[config.mk]
export PLATFORM = sky130hd
export DESIGN_NAME = seq_accumulator_64bit
export DESIGN_NICKNAME = d
export VERILOG_FILES = /design/src/rtl/seq_accumulator_64bit.sv
export SDC_FILE = /design/constraint.sdc
export NUM_CORES = 1
export LEC_CHECK = 0
export CORE_MARGIN = 2
export CORE_UTILIZATION = 40
export DETAILED_ROUTE_END_ITERATION = 10
export PLACE_DENSITY = 0.82
export SETUP_SLACK_MARGIN = 0.5
export SYNTH_ARGS = -nofsm -noshare
export SYNTH_HDL_FRONTEND = slang
export SYNTH_SLANG_ARGS = --single-unit
[constraint.sdc]
create_clock -name clk -period 35.7 [get_ports clk]
set_clock_uncertainty 0.2 [all_clocks]
set_input_delay 3.57 -clock clk [delete_from_list [all_inputs] [get_ports clk]]
set_output_delay 3.57 -clock clk [all_outputs]
set_load 0.02 [all_outputs]
[src/rtl/seq_accumulator_64bit.sv]
// ----------------------------------------------------------------------------
// ripple_carry_adder_64bit
//   Plain ripple-carry adder. The accumulator below instantiates it with
//   c_in tied low.
//   Ports:
//     a, b   in   WIDTH  operands
//     c_in   in   1      carry into bit 0
//     sum    out  WIDTH  a + b + c_in, modulo 2^WIDTH
//     c_out  out  1      carry out of the top bit
// ----------------------------------------------------------------------------
module ripple_carry_adder_64bit #(
    parameter int WIDTH = 64
) (
    input  logic [WIDTH-1:0] a,
    input  logic [WIDTH-1:0] b,
    input  logic             c_in,
    output logic [WIDTH-1:0] sum,
    output logic             c_out
);

    logic [WIDTH:0] carry;

    assign carry[0] = c_in;

    for (genvar i = 0; i < WIDTH; i++) begin : g_fa
        assign sum[i]     = a[i] ^ b[i] ^ carry[i];
        assign carry[i+1] = (a[i] & b[i]) | (carry[i] & (a[i] ^ b[i]));
    end

    assign c_out = carry[WIDTH];

endmodule

// ----------------------------------------------------------------------------
// seq_accumulator_64bit
//   Sums a programmed number of 64-bit operands arriving on a valid/ready
//   stream, counts adder carry-outs, and presents the total on a valid/ready
//   output.
//
//   Handshake semantics (both streams): a transfer happens on a rising clock
//   edge where valid and ready are both high. in_ready and out_valid are
//   decoded from the registered state only, so neither depends
//   combinationally on in_valid or out_ready; in_data is ignored whenever
//   in_ready is low, and result/carry_count hold steady while out_valid is
//   high and out_ready is low.
//
//   Ports:
//     clk          in   1          rising-edge clock
//     rst_n        in   1          asynchronous active-low reset
//     start        in   1          begin a run (only honoured in IDLE)
//     num_ops      in   MAX_OPS_W  operand count, sampled with start
//     in_valid     in   1          operand valid
//     in_ready     out  1          high in ACCUM
//     in_data      in   64         operand
//     out_valid    out  1          high in DONE
//     out_ready    in   1          consumer accepts the result
//     result       out  64         accumulated sum mod 2^64
//     carry_count  out  MAX_OPS_W  adder carry-outs seen during the run
//     busy         out  1          high in ACCUM or DONE
//
//   The FSM state is held in the enum signal `state` so it can be observed
//   hierarchically.
// ----------------------------------------------------------------------------
module seq_accumulator_64bit #(
    parameter int MAX_OPS_W = 8,
    parameter int CARRY_SAT = 1
) (
    input  logic                 clk,
    input  logic                 rst_n,
    input  logic                 start,
    input  logic [MAX_OPS_W-1:0] num_ops,
    input  logic                 in_valid,
    output logic                 in_ready,
    input  logic [63:0]          in_data,
    output logic                 out_valid,
    input  logic                 out_ready,
    output logic [63:0]          result,
    output logic [MAX_OPS_W-1:0] carry_count,
    output logic                 busy
);

    typedef enum logic [1:0] {
        IDLE  = 2'd0,
        ACCUM = 2'd1,
        DONE  = 2'd2
    } state_t;

    localparam logic [MAX_OPS_W-1:0] CNT_MAX = {MAX_OPS_W{1'b1}};

    state_t               state;
    logic [63:0]          acc;
    logic [MAX_OPS_W-1:0] carry_cnt;
    logic [MAX_OPS_W-1:0] remaining;

    logic [63:0]          add_sum;
    logic                 add_c_out;

    // The adder always sees the running total and the current stream word;
    // its output is only captured on an accepted beat.
    ripple_carry_adder_64bit #(
        .WIDTH (64)
    ) u_adder (
        .a     (acc),
        .b     (in_data),
        .c_in  (1'b0),
        .sum   (add_sum),
        .c_out (add_c_out)
    );

    always_ff @(posedge clk or negedge rst_n) begin
        if (!rst_n) begin
            state     <= IDLE;
            acc       <= 64'd0;
            carry_cnt <= '0;
            remaining <= '0;
        end else begin
            case (state)
                IDLE: begin
                    if (start) begin
                        acc       <= 64'd0;
                        carry_cnt <= '0;
                        remaining <= num_ops;
                        // A zero-length run goes straight to presenting 0.
                        state     <= (num_ops == '0) ? DONE : ACCUM;
                    end
                end

                ACCUM: begin
                    if (in_valid) begin
                        acc       <= add_sum;
                        remaining <= remaining - 1'b1;
                        if (add_c_out) begin
                            if (CARRY_SAT != 0 && carry_cnt == CNT_MAX) begin
                                carry_cnt <= carry_cnt;
                            end else begin
                                carry_cnt <= carry_cnt + 1'b1;
                            end
                        end
                        if (remaining == {{(MAX_OPS_W-1){1'b0}}, 1'b1}) begin
                            state <= DONE;
                        end
                    end
                end

                DONE: begin
                    // start is deliberately not looked at here, so a start
                    // coinciding with the output handshake is dropped.
                    if (out_ready) begin
                        state <= IDLE;
                    end
                end

                default: begin
                    state <= IDLE;
                end
            endcase
        end
    end

    // All outputs are decodes of registered state or registers themselves.
    assign in_ready    = (state == ACCUM);
    assign out_valid   = (state == DONE);
    assign busy        = (state != IDLE);
    assign result      = acc;
    assign carry_count = carry_cnt;

endmodule

# Word-level counts from Yosys, hierarchy flattened
# Cells that the tools add are included.
[word_totals] ff_bits=82 input_bits=77 output_inout_bits=75
[op_classes] n_addsub=2 eq_ne=10 mux=17 bitwise_logic=317 n_reduce_logical=7
[ops] cell="$mux W64" count=2
[ops] cell="$pmux W64 S2" count=1
[ops] cell="$and A1 B1 Y1" count=127
[ops] cell="$xor A1 B1 Y1" count=127
[ops] cell="$or A1 B1 Y1" count=63
[ops] cell="$mux W8" count=6
[ops] cell="$pmux W8 S2" count=2
[ops] cell="$mux W2" count=5
[ops] cell="$add A8 B1 Y8 const B" count=1
[ops] cell="$eq A8 B1 Y1 const B" count=1
[ops] cell="$eq A8 B8 Y1 const B" count=1
[ops] cell="$logic_not A8 Y1" count=1
[ops] cell="$sub A8 B1 Y8 const B" count=1
[ops] cell="$ne A2 B1 Y1 const B" count=3
[ops] cell="$ne A2 B2 Y1 const B" count=3
[ops] cell="$pmux W2 S3" count=1
[ops] cell="$reduce_and A5 Y1" count=1
[ops] cell="$reduce_and A4 Y1" count=1
[ops] cell="$reduce_bool A2 Y1" count=2
[ops] cell="$reduce_and A3 Y1" count=1
[ops] cell="$eq A2 B1 Y1 const B" count=1
[ops] cell="$eq A2 B2 Y1 const B" count=1
[ops] cell="$logic_not A2 Y1" count=1

# Logic depth before layout (Yosys ltp)
# Gate-level depths: netlist of run 1.
[depth] depth_word=130 mapped_depth=70

# Modules after synthesis
# A second synthesis of run 1 with hierarchy kept.
[hier_totals] cells_unflattened=347 area_unflattened_um2=4647.0
[modules_own_cells] module="seq_accumulator_64bit" n_inst=1 cells_each=273 area_per_inst_um2=3328.2 seq_area_each_um2=2052.0
[modules_own_cells] module="ripple_carry_adder_64bit" n_inst=1 cells_each=74 area_per_inst_um2=1318.8 seq_area_each_um2=0.0

# Worst setup path after synthesis of run 1
# Ideal clock, no wire load.
[synth_path] path_type="input to register" start="in in_data[0]" end="reg carry_cnt[7] (netlist: carry_count[7])" arrival_time_ps=27999 required_ps=35374 setup_slack_ps=7375 path_stages=70 n_path_buf=0 path_cell_list="ha_1 > inv_1 > fa_1 > fa_1 > fa_1 > fa_1 > fa_1 > fa_1 > fa_1 > fa_1 > fa_1 > fa_1 > fa_1 > fa_1 > fa_1 > fa_1 > fa_1 > fa_1 > [34 not listed] > fa_1 > fa_1 > fa_1 > fa_1 > fa_1 > fa_1 > fa_1 > fa_1 > fa_1 > fa_1 > inv_1 > fa_1 > fa_1 > inv_1 > fa_1 > a21o_1 > o21a_1 > a221o_1"
[synth_via] elab_chain_cells=129
[synth_lines] element="from (decl)" line_no="74" text="input logic [63:0] in_data,"
[synth_lines] element="$and A1 B1 Y1 (2 in series)" line_no="27" text="assign carry[i+1] = (a[i] & b[i]) | (carry[i] & (a[i] ^ b[i]));"
[synth_lines] element="$or A1 B1 Y1" line_no="27"
[synth_lines] element="$and A1 B1 Y1" line_no="27"
[synth_lines] element="$or A1 B1 Y1" line_no="27"
[synth_lines] element="$and A1 B1 Y1" line_no="27"
[synth_lines] element="$or A1 B1 Y1" line_no="27"
[synth_lines] element="$and A1 B1 Y1" line_no="27"
[synth_lines] element="$or A1 B1 Y1" line_no="27"
[synth_lines] element="[112 not listed]"
[synth_lines] element="$and A1 B1 Y1" line_no="27"
[synth_lines] element="$or A1 B1 Y1" line_no="27"
[synth_lines] element="$and A1 B1 Y1" line_no="27"
[synth_lines] element="$or A1 B1 Y1" line_no="27"
[synth_lines] element="$and A1 B1 Y1" line_no="27"
[synth_lines] element="$or A1 B1 Y1" line_no="27"
[synth_lines] element="$ne A2 B1 Y1 (no source line)"
[synth_lines] element="$reduce_and A5 Y1 (no source line)"
[synth_lines] element="to (signal assigned)" line_no="134" text="carry_cnt <= carry_cnt;"
[synth_lines] element="to (signal assigned)" line_no="136" text="carry_cnt <= carry_cnt + 1'b1;"
[synth_lines] element="to (decl)" line_no="92" text="logic [MAX_OPS_W-1:0] carry_cnt;"
# Every way passes these cells.
# A chain may end at the register's enable or synchronous reset.

# Final worst setup path of run 1
[layout_path] start="in in_data[0]" end="reg carry_cnt[5] (netlist: carry_count[5])"
# Same word-level chain as after synthesis.

==> results.md, run 1 <==
* Post-DP HPWL at 8640 um
* Worst-Skew Late Latency at 350 ps
* Fin crit share at 83.6%
* Vias at 3868
* Post-synth EDFFs at 0
* Async set-reset flop share out of synthesis at 100%
* Grt ovf at 0
* Final Net Count at 748
* Post-Synth XOR/XNOR Area at 0%
* Die X at 115 um
* Clock-pin slew of the registers on the worst-case setup and hold paths at 60 ps
* Area delta synth->final at 40.0%
* Mapped Area at 0.00491 sq mm
* Cts repair resizes at 0
* Syn_area_per_cell at 10.7 sq um
* Synth Area in Simple Gates at 4.97%
* Critical Path End Type: flop
* Initial antenna violation count at 0
* Worst vdd ir at 0.0516 mV
* First-pass GRT wire length at 19800 um
* CP max stage delay at 460 ps
* Slew margin rel. at 30.2%
* Startpoint class of the critical path: primary input
* Syn nets at 603
* Fraction of layout cells with a size suffix above 1 at 3.45%
* CTS sink count at 82
* CTS Buffer Depth at 2
* Final core utilization at 57.3%
* Synth Area in Adders at 26.7%
* Most common cell in the netlist: inv_1
* Hold buffers post-CTS at 0
* CP most frequent cell: fa_1
* IO Port Bufs at 151
* Layout fillers at 1025
* Power density cells at 89.7 mW/mm^2
* Post-synth top area share at 41.8%
* Final-report hold violation count at 0
* HP Class: flop to flop
* Commonest cells in the netlist: 132 x inv_1, 82 x dfrtp_1, 63 x fa_1, 63 x o22ai_1, 13 x nor2_1
* Htree depth at 3
* Drt initial violations at 281
* Post-layout minimum cycle time at 29840 ps
* Effective utilization at floorplan at 40.9%
* Critical path peak fanout at 4
* Setup TNS at 0 ps
* Wirelength, routed at 11800 um
* Via-to-Cell Ratio at 5.12
* Wire per inst at 15.7 um
* Status: complete, no violations
* Cells after Synth at 459
* Multi-input gate area at 0.00229 sq mm
* Synth top area cells: dfrtp_1 42%, fa_1 26%, inv_1 10%
* RSZ-0062 raised after global routing: no
* Routability cong. at 0.825
* Placed insts at 740
* Post-DRT Antenna Nets at 0
* Place WS at 5730 ps
* Residual DRC at 0
* Multiplexer area fraction after synthesis at 0.637%
* Post-synthesis register bit count at 82
* Core area at 0.0120 sq mm
* Vias in the first global route at 4191
* Fin. max-slew vios at 0
* CTS tree: built
* Synth Flop Type: dfrtp_1
* Critical path's slowest cell: clkdlybuf4s50_1
* Setup CP Type: primary input to flop
* Setup repair bufs after CTS at 0
* Final Setup Violations at 0
* Fin worst setup slack at 5860 ps
* CP arrival at 29820 ps
* Count of cell types in the netlist at 41
* Cts bufs inserted at 9
* Synth warn at 0
* FF+latch area at 0.00205 sq mm
* GRT Total Usage at 19.1%
* Post-synthesis compound-gate area fraction at 14.2%
* Die Y at 115 um
* Sequential share of the synthesized area at 41.8%
* Clock root cell: clkbuf_16
* Worst Tran Pin Value at 1050 ps
* Final std cells w/o fill at 756
* Ant diodes at 0
* Max Fclk at 33.5 MHz
* IO Count at 152
* Row cnt at 40
* Largest family of logic cells by synthesized area: adder cells
* DIE AREA at 0.0132 sq mm
* Max_cap viols at 0
* Static Leak at 3.09 nW
* Leading area contributor after synthesis: dfrtp_1
* DRT Pass-1 Iters at 5
* WP data required at 35690 ps
* Largest net degree at the start of global routing at 83
==> state kept, by name, summed over array words and instances (netlist names) <==
signal and count:
state 2, carry_count 8, result 64, remaining 8
==> cells in the final DEF (no fill, tap or decap), drive strengths merged, types with 2 or more instances in the layout <==
cell type | netlist | routed
nand3 | 5 | 5
clkinv | 0 | 3
bufinv | 0 | 3
o22a | 2 | 2
a31oi | 3 | 3
o21a | 2 | 2
a21oi | 10 | 10
o211ai | 2 | 2
and3 | 4 | 4
buf | 8 | 3
nor2 | 13 | 13
nand4 | 2 | 2
a2bb2oi | 4 | 4
ha | 4 | 4
o22ai | 63 | 63
inv | 132 | 132
a22o | 3 | 3
clkbuf | 11 | 10
nor4 | 4 | 4
nand2 | 11 | 11
nand2b | 3 | 3
fa | 63 | 63
clkdlybuf4s50 | 0 | 150
dfrtp | 82 | 82
mux2i | 2 | 2
o21ai | 10 | 10
==> per-stage QoR <==
| stage | power, W | hold slack (ps) | area, sq um |
|---|---|---|---|
| global route | 0.000667 | 368 | 6880 |
| global placement | 0.000494 | 307 | 6550 |
| detailed placement | 0.000513 | 323 | 6550 |
| CTS | 0.000622 | 330 | 6880 |
| floorplan | 0.000378 | 327 | 4910 |
| finish | 0.000617 | 340 | 6880 |
==> final cells by class <==
| class | count | share of cell area, % |
|---|---|---|
| clock buffers | 10 | 3.33 |
| flip-flops and latches | 82 | 29.8 |
| multi-input cells | 226 | 33.3 |
| well taps | 147 | 2.67 |
| repair buffers | 153 | 22.2 |
| inverters | 132 | 7.20 |
| clock inverters | 6 | 1.53 |
==> cells by family after synthesis <==
kind of cell,Yosys count
AO/OA/AOI/OAI,107
adder cells (fa/ha/maj),67
buffers and inverters,151
flip-flops,82
multiplexers,3
AND/OR/NAND/NOR,49
==> critical path, delay by kind of cell <==
kind	cells	cell delay, ps
fa+ha+maj	64	24700
compound gates	3	870
buf+inv	4	630
==> final timing paths <==
path | startpoint | to | slack [ps] | depth (start not counted)
min in group asynchronous | rst_n | result[49] | 3220 | 1
min | carry_count[6] | carry_count[6] | 340 | 1
max reg2reg | result[0] | carry_count[5] | 9160 | 70
max | in_data[0] | carry_count[5] | 5860 | 71
min reg2reg | carry_count[6] | carry_count[6] | 340 | 1
max in group asynchronous | rst_n | result[21] | 31420 | 1
==> power breakdown <==
group	switching, W	total [W]	internal, W	leakage (nW)
logic	0.000185	0.000342	0.000157	1.93
clock network	0.0000369	0.000105	0.0000680	0.166
registers	0.0000322	0.000170	0.000138	0.999
total	0.000254	0.000617	0.000363	3.09
==> per-layer routing <==
metal	vias to the layer above	wire [um]	global-route usage (%)
met5	-	0	0
met4	0	204	6.27
met3	21	928	6.75
met2	156	5870	31.5
met1	1919	4850	23.7
li1	1772	-	-
Power figures use the tool's default switching activity.
==> run 2, diff against run 1 <==
--- a/config.mk
+++ b/config.mk
@@ -8,7 +8,7 @@
 export CORE_MARGIN = 2
 export CORE_UTILIZATION = 40
 export DETAILED_ROUTE_END_ITERATION = 10
-export PLACE_DENSITY = 0.82
+export PLACE_DENSITY = 0.85
 export SETUP_SLACK_MARGIN = 0.5
 export SYNTH_ARGS = -nofsm -noshare
 export SYNTH_HDL_FRONTEND = slang
==> constraint.sdc (replaced) <==
create_clock -name clk -period 26.7 [get_ports clk]
set_clock_uncertainty 0.2 [all_clocks]
set_input_delay 2.67 -clock clk [delete_from_list [all_inputs] [get_ports clk]]
set_output_delay 2.67 -clock clk [all_outputs]
set_load 0.02 [all_outputs]
==> results.md, run 2 (synthesis results as in run 1) <==
* Status: complete, no violations
* Fraction of layout cells with a size suffix above 1 at 15.2% (+12 points)
* Clock-pin slew of the registers on the worst-case setup and hold paths at 60 ps (about the same)
* DP Area at 0.00665 sq mm (+1.6%)
* Worst vdd ir at 0.0597 mV (+16%)
* Via-to-Cell Ratio at 5.15 (+0.66%)
* Post-layout minimum cycle time at 25800 ps
* Wirelength, routed at 12600 um (+6.0%)
* Die X at 115 um (unchanged)
* Design area at 0.00706 sq mm (+2.6%)
* Slew margin rel. at 29.3% (-0.89 points)
* HP Class: flop to flop
* Drt initial violations at 278 (-1.1%)
* Grt ovf at 0 (unchanged)
* CP most frequent cell: fa_2
* DRT Pass-1 Iters at 5 (unchanged)
* Start of the worst register-to-register path: result[0]
* Crit path from: in_data[0]
* Hold Crit Start: carry_count[6]
* Largest register FFs at 64 (unchanged)
* CTS Buffer Depth at 2 (unchanged)
* DIE AREA at 0.0132 sq mm (unchanged)
* Post-DP HPWL at 9050 um (+4.8%)
* Startpoint class of the critical path: primary input
* Placed insts at 744 (+0.54%)
* Cts bufs inserted at 9 (unchanged)
* Hold buffers post-CTS at 0 (unchanged)
* Static Leak at 3.08 nW (-0.33%)
* Final Setup Violations at 0 (unchanged)
* Worst-Skew Late Latency at 340 ps (about the same)
* Core area at 0.0120 sq mm (unchanged)
* Effective utilization at floorplan at 40.9% (unchanged)
* Worst Tran Pin Value at 1060 ps (+13.3 ps)
* Fin crit share at 96.6%
* Fin. max-slew vios at 0 (unchanged)
* Routability cong. at 0.841 (+1.9%)
* Layout fillers at 1024 (-0.098%)
* Commonest non-fill, non-tap cell in the layout: clkdlybuf4s50_1
* Post-DRT Antenna Nets at 0 (unchanged)
* Final Net Count at 753 (+0.67%)
* Commonest non-fill, non-tap cells in the layout: 148 x clkdlybuf4s50_1, 129 x inv_1, 82 x dfrtp_1
* CTS tree: built
* Die Y at 115 um (unchanged)
* Critical Path End Type: flop
* Largest net degree at the start of global routing at 83 (unchanged)
* Vias at 3909 (+1.1%)
* IO Count at 152 (unchanged)
* Final std cells w/o fill at 759 (+0.40%)
* Ant diodes at 0 (unchanged)
* Final-report hold violation count at 0 (unchanged)
* Critical path peak fanout at 4 (unchanged)
* Power density cells at 119 mW/mm^2 (+33%)
* CP arrival at 25820 ps (-4000 ps)
* WP data required at 26720 ps (-8970 ps)
* Wire per inst at 16.6 um (+5.6%)
* CP max stage delay at 420 ps (-40 ps)
* Initial antenna violation count at 0 (unchanged)
* Buf/Inv on CP at 4 (unchanged)
* Residual DRC at 0 (unchanged)
* Clock root cell: clkbuf_16
* Vias in the first global route at 4248 (+1.4%)
* Cell family with most CP delay: adder cells
* Row cnt at 40 (unchanged)
* First-pass GRT wire length at 20600 um (+4.0%)
* Max_cap viols at 0 (unchanged)
* IO Port Bufs at 151 (unchanged)
* Area delta synth->final at 43.7%
* Max Fclk at 38.8 MHz
* Htree depth at 3 (unchanged)
* RSZ-0062 raised after global routing: yes
* Critical path's slowest cell: fa_2
* Setup CP Type: primary input to flop
* GRT Total Usage at 20.1% (+1.0 points)
* CTS sink count at 82 (unchanged)
[run 2: path summary, 6_finish.rpt]
check / to / slack, ps / cells after the start
setup / recovery: carry_count[7] / 900 / 71
setup reg to reg: carry_count[7] / 2950 / 70
hold / removal: carry_count[6] / 320 / 1
min in group asynchronous: result[25] / 2330 / 1
max in group asynchronous: result[5] / 23290 / 1
hold reg to reg: carry_count[6] / 320 / 1
[run 2: area by class of cell]
class                           count  area (sq um)  area share, %
Inverter                          132           495           7.02
Clock inverter                      3          40.0          0.567
Multi-Input combinational cell    226          2460           34.9
Sequential cell                    82          2050           29.1
Timing Repair Buffer              158          1570           22.2
Tap cell                          147           184           2.61
Clock buffer                       11           253           3.58
[run 2: what timing repair did]
item	CTS	global route
resized for setup	28	14
setup endpoints to repair	11	9
pin swaps	3	3
setup buffers	0	1
cloned	0	0
[run 2: stage by stage]
step                      worst slack [ps]  util (%)  total power (W)  TNS, ps  hold slack [ps]
after global placement                -572      55.4         0.000675    -3970              295
after detailed placement              -882      55.4         0.000704    -6950              304
final                                  905      58.8         0.000843        0              321
after global routing                   442      58.8         0.000911        0              353
after floorplan                        521         -         0.000512        0              327
after CTS                              458      58.4         0.000843        0              321
[run 2: per-layer routing]
| layer | wire length (um) | share of wire [%] | up-vias | track usage [%] |
|---|---|---|---|---|
| met5 | 0 | 0 | - | 0 |
| met4 | 255 | 2.0 | 0 | 7.79 |
| met3 | 891 | 7.1 | 20 | 5.32 |
| met2 | 6240 | 50 | 148 | 32.5 |
| met1 | 5180 | 41 | 1969 | 26.1 |
| li1 | - | - | 1772 | - |
[run 2: report_power, final]
| part | switching [W] | internal, W | leakage, nW |
|---|---|---|---|
| clock network | 0.0000486 | 0.0000762 | 0.147 |
| logic | 0.000261 | 0.000229 | 1.93 |
| registers | 0.0000445 | 0.000184 | 0.999 |
| total | 0.000354 | 0.000489 | 3.08 |
